[config.mk]
export PLATFORM = sky130hd
export DESIGN_NAME = line_buf_scanout
export DESIGN_NICKNAME = d
export VERILOG_FILES = /design/src/rtl/line_buf_scanout.sv
export SDC_FILE = /design/constraint.sdc
export NUM_CORES = 1
export LEC_CHECK = 0
export ABC_CLOCK_PERIOD_IN_PS = 4550
export BUFFER_PORTS_ARGS = -buffer_cell sky130_fd_sc_hd__buf_2
export CORE_MARGIN = 2
export CORE_UTILIZATION = 25
export CTS_CLUSTER_SIZE = 28
export DETAILED_ROUTE_END_ITERATION = 12
export GPL_TIMING_DRIVEN = 0
export PLACE_DENSITY = 0.49
export SYNTH_ARGS = -nofsm -noshare
export SYNTH_HDL_FRONTEND = slang
export SYNTH_SLANG_ARGS = --single-unit
[constraint.sdc]
create_clock -name clk -period 4.55 [get_ports clk]
set_input_delay 1.1375 -clock clk [delete_from_list [all_inputs] [get_ports clk]]
set_output_delay 1.1375 -clock clk [all_outputs]
set_load 0.01 [all_outputs]
[src/rtl/line_buf_scanout.sv]
// Scan-out side of the 4bpp line buffer: walks LINE_PIX pixels from a fine-scroll
// offset (optionally backwards) and emits one {bank, nibble} pixel per clock.
module line_buf_scanout #(
    parameter int LINE_PIX = 256,
    parameter int PIPE_LAT = 2
) (
    input  logic        clk,
    input  logic        rst_n,
    input  logic        line_start,
    input  logic [10:0] start_pix,
    input  logic        flip,
    input  logic [3:0]  pal_bank,
    output logic        rd_en,
    output logic [9:0]  rd_addr,
    input  logic [7:0]  rd_data,
    output logic [7:0]  pix_out,
    output logic        pix_vld,
    output logic        pix_opq,
    output logic        pix_last,
    output logic        busy,
    output logic [1:0]  dbg_state
);
    typedef enum logic [1:0] {IDLE = 2'd0, RUN = 2'd1, DRAIN = 2'd2} state_t;

    generate
        if (PIPE_LAT != 2) begin : g_bad_lat
            $error("line_buf_scanout: only PIPE_LAT == 2 is supported");
        end
        if (LINE_PIX < 1 || LINE_PIX > 2048) begin : g_bad_len
            $error("line_buf_scanout: LINE_PIX must be 1..2048");
        end
    endgenerate

    localparam logic [11:0] CNT_INIT = 12'(LINE_PIX);

    state_t      state_q, state_d;
    logic [10:0] ptr_q, ptr_d;
    logic        dir_q, dir_d;
    logic [3:0]  bank_q, bank_d;
    logic [11:0] cnt_q, cnt_d;
    logic        issue;

    // Tag pipeline: t1 = read issued last cycle, t2 = read whose data is on rd_data now.
    logic        t1_vld_q, t1_nsel_q, t1_last_q;
    logic        t2_vld_q, t2_nsel_q, t2_last_q;

    logic        rd_en_q;
    logic [9:0]  rd_addr_q;
    logic [7:0]  pix_out_q;
    logic        pix_vld_q, pix_opq_q, pix_last_q, busy_q;

    logic [3:0]  nib;
    logic        emit;

    always_comb begin
        state_d = state_q;
        ptr_d   = ptr_q;
        dir_d   = dir_q;
        bank_d  = bank_q;
        cnt_d   = cnt_q;
        issue   = 1'b0;
        if (line_start) begin
            // A restart from any state relatches and discards everything in flight.
            state_d = RUN;
            ptr_d   = start_pix;
            dir_d   = flip;
            bank_d  = pal_bank;
            cnt_d   = CNT_INIT;
        end else begin
            case (state_q)
                RUN: begin
                    issue = 1'b1;
                    ptr_d = dir_q ? (ptr_q - 11'd1) : (ptr_q + 11'd1);
                    cnt_d = cnt_q - 12'd1;
                    if (cnt_q == 12'd1) state_d = DRAIN;
                end
                DRAIN: begin
                    if (pix_last_q) state_d = IDLE;
                end
                default: begin
                end
            endcase
        end
    end

    assign nib  = t2_nsel_q ? rd_data[7:4] : rd_data[3:0];
    assign emit = t2_vld_q & ~line_start;

    always_ff @(posedge clk or negedge rst_n) begin
        if (!rst_n) begin
            state_q    <= IDLE;
            ptr_q      <= 11'd0;
            dir_q      <= 1'b0;
            bank_q     <= 4'd0;
            cnt_q      <= 12'd0;
            t1_vld_q   <= 1'b0;
            t1_nsel_q  <= 1'b0;
            t1_last_q  <= 1'b0;
            t2_vld_q   <= 1'b0;
            t2_nsel_q  <= 1'b0;
            t2_last_q  <= 1'b0;
            rd_en_q    <= 1'b0;
            rd_addr_q  <= 10'd0;
            pix_out_q  <= 8'd0;
            pix_vld_q  <= 1'b0;
            pix_opq_q  <= 1'b0;
            pix_last_q <= 1'b0;
            busy_q     <= 1'b0;
        end else begin
            state_q    <= state_d;
            ptr_q      <= ptr_d;
            dir_q      <= dir_d;
            bank_q     <= bank_d;
            cnt_q      <= cnt_d;
            t1_vld_q   <= issue;
            t1_nsel_q  <= ptr_q[0];
            t1_last_q  <= (cnt_q == 12'd1);
            t2_vld_q   <= t1_vld_q & ~line_start;
            t2_nsel_q  <= t1_nsel_q;
            t2_last_q  <= t1_last_q;
            rd_en_q    <= (state_d == RUN);
            rd_addr_q  <= (state_d == RUN) ? ptr_d[10:1] : 10'd0;
            busy_q     <= (state_d != IDLE);
            pix_vld_q  <= emit;
            pix_out_q  <= emit ? {bank_q, nib} : 8'd0;
            pix_opq_q  <= emit & (nib != 4'd0);
            pix_last_q <= emit & t2_last_q;
        end
    end

    assign rd_en     = rd_en_q;
    assign rd_addr   = rd_addr_q;
    assign pix_out   = pix_out_q;
    assign pix_vld   = pix_vld_q;
    assign pix_opq   = pix_opq_q;
    assign pix_last  = pix_last_q;
    assign busy      = busy_q;
    assign dbg_state = state_q;

endmodule

==> flow_summary.toml <==
[clock_network]
htree_levels = 3
cts_sinks = 59
hold_buffers = 0
cts_tree = "done"
cts_made_buffers = 9
clkLatencyLatePin_ps = 320
cts-root-buf = "clkbuf_16"
clockBufferDepth = 2
cts_resized = 0
cts_setup_buffers = 0
path_clk_slew_ps = 50

[final_layout]
fillers = 1129
final_common_cell = "dfrtp_1"
layout.nets = 371
synthToLayoutAreaGrowth_pct = 25.4
stdcell_count = 475
utilization_pct = 32.5
drive_above_1_share_pct = 23.6
antenna_cells = 0
final_cell_mix = "dfrtp_1, buf_2, nor2_1"

[yosys]
synthArstFlopShare_pct = 100
netlist_instances = 269
yosys_warnings = 0
synth_edf_count = 0
synth_top_area_cell = "dfrtp_1"
ys.flop_type = "dfrtp_1"
yosysSeqAreaShare_pct = 51.9
syn_avg_cell_area_sq_um = 10.6
synth_seq_cells = 59
synth.distinct_cells = 53
syn_nets = 310
synth_top_area_share_pct = 51.9
ys_top_cells_by_area = "dfrtp_1, ha_1, nor2_1"
netlist_area_sq_um = 2850

[global_routing]
grt_pass1_wl_mm = 11.2
grt_pass1_vias = 2258
grt_use_total_pct = 11.5
grt_overflow_total = 0
grt_start_max_net_pins = 60
antenna_found_initial = 0

[power_and_ir_drop]
power_leakage_nw = 1.71
vdd_drop_max_uv = 211
power.density_nw_per_um2 = 659

[place]
post-place-ws_ps = 1850
gp_congestion = 0.844
dp.cells = 459
portBuffers = 50
hpwlAfterDp_mm = 4.61

[timing]
setup_tns_ps = 0
hold_viol_final = 0
setup_violations = 0
clock_skew_ps = 6.23
period_share_pct = 55.7
drv_slew = 0
fin_crit_ps = 2530
worst_slew_pin_slew_ps = 749
maxSlewHeadroom_pct = 50.1
whs_ps = 346
worst_slack_ps = 2020
rsz0062_at_grt = "false"
max_freq_mhz = 395

[routing]
vias_per_cell = 4.59
via_count = 2178
drt_iter0_drc = 88
first_pass_iters = 4
drt-total-wl_mm = 6.54
drtAntennaViolNets = 0
wl_per_cell_microns = 13.8
drc = 0

[worst_setup_path]
worstSetupPathType = "flip-flop to flip-flop"
required_ps = 4740
worstPathMaxFanout = 14
cpMaxStageDelayCell = "dfrtp_1"
path_cells = "fa_1, a211oi_2, o21ai_0, a32o_1, nor4b_1, nor3_1"
crit_arrival_ps = 2720
start_kind = "flip-flop"
crit_path_end_kind = "flip-flop"
max_stage_delay_ps = 580

[die]
initial_core_util_pct = 25.9
io-pin-count = 52
die_y_microns = 111
die_area_sq_um = 12300
core-area_sq_um = 11000
placementRows = 38
die_x_microns = 111

[worst_hold_path]
hold_path_class = "flip-flop to flip-flop"

[status]
status = "complete, no violations"

[job]
maxCapViolations = 0
## report_power, final
group | internal (mW) | switching (mW) | total, mW
combinational | 0.397 | 0.511 | 0.907
sequential | 0.683 | 0.0986 | 0.781
clock | 0.435 | 0.230 | 0.665
total | 1.51 | 0.839 | 2.35
## final cells by class
type	instances	area [sq um]	area share, %
flip-flops and latches	59	1480	41.4
multi-input cells	192	1300	36.5
repair buffers	50	253	7.08
clock buffers	11	243	6.80
well taps	140	175	4.91
clock inverters	5	52.6	1.47
inverters	10	37.5	1.05
plain buffers	8	31.3	0.876
## critical path: cells and delay by family, from the launching register on
kind                       cells  cell delay, ps
and+or+nand+nor                2             570
DFF                            1             580
AOI/OAI and AO/OA              3             730
adders and majority gates      1             520
## stage by stage
stage / cell area (sq um) / total power [mW]
after global routing: 3570 / 2.55
after global placement: 3270 / 1.70
after floorplan: 2850 / 1.45
after detailed placement: 3270 / 1.70
final: 3570 / 2.35
after CTS: 3570 / 2.39
## metal layers
metal | GRT usage, % | up-vias | wire length [microns]
met1 | 14.8 | 1038 | 3150
met4 | 5.50 | 0 | 103
met5 | 0 | - | 0
li1 | - | 1081 | -
met3 | 3.83 | 7 | 334
met2 | 17.4 | 52 | 2950
## final timing paths
path | startpoint | to | slack (ps) | cells after the start
min reg2reg | t1_last_q$_DFF_PN0_ | t2_last_q$_DFF_PN0_ | 350 | 0
min in group asynchronous | rst_n | cnt_q[6]$_DFFE_PN0P_ | 870 | 1
max reg2reg | dir_q$_DFFE_PN0P_ | ptr_q[10]$_DFF_PN0_ | 2020 | 6
max | dir_q$_DFFE_PN0P_ | ptr_q[10]$_DFF_PN0_ | 2020 | 6
max in group asynchronous | rst_n | pix_out[6]$_DFF_PN0_ | 3160 | 1
min | t1_last_q$_DFF_PN0_ | t2_last_q$_DFF_PN0_ | 350 | 0
## synth_stat cells (2+ instances only)
master	count
nor2_1	32
nor3b_1	2
a211oi_1	6
a221oi_1	2
and3_2	2
o21ai_0	14
mux2_2	5
mux2i_1	9
o21bai_1	2
nor3_1	4
o21a_1	2
a21oi_1	13
a22oi_1	4
nor2b_1	3
nor4_1	3
and2_1	5
nand4_1	3
dfrtp_1	59
nand2_1	19
a21o_1	4
or3_1	3
a31oi_1	2
ha_1	13
xnor2_1	8
and3_1	2
clkbuf_1	6
inv_1	10
nand3_1	4
xor2_1	3
or4_1	2
## cells by family after synthesis
family / Yosys count / synth area share [%]
muxes: 14 / 5.14
DFF: 59 / 51.9
AOI/OAI and AO/OA: 59 / 13.8
xor gates and xnor gates: 11 / 3.38
adders and majority gates: 14 / 6.42
buffers and inverters: 18 / 2.42
and+or+nand+nor: 94 / 17.0
## flip-flops by register name, summed over array words and instances, names as in the netlist, 2 cells and up
| name | flops |
|---|---|
| bank_q | 4 |
| dbg_state | 2 |
| cnt_q | 12 |
| ptr_q | 11 |
| pix_out | 8 |
| rd_addr | 10 |
No activity file was read; power rests on OpenSTA's default activity.
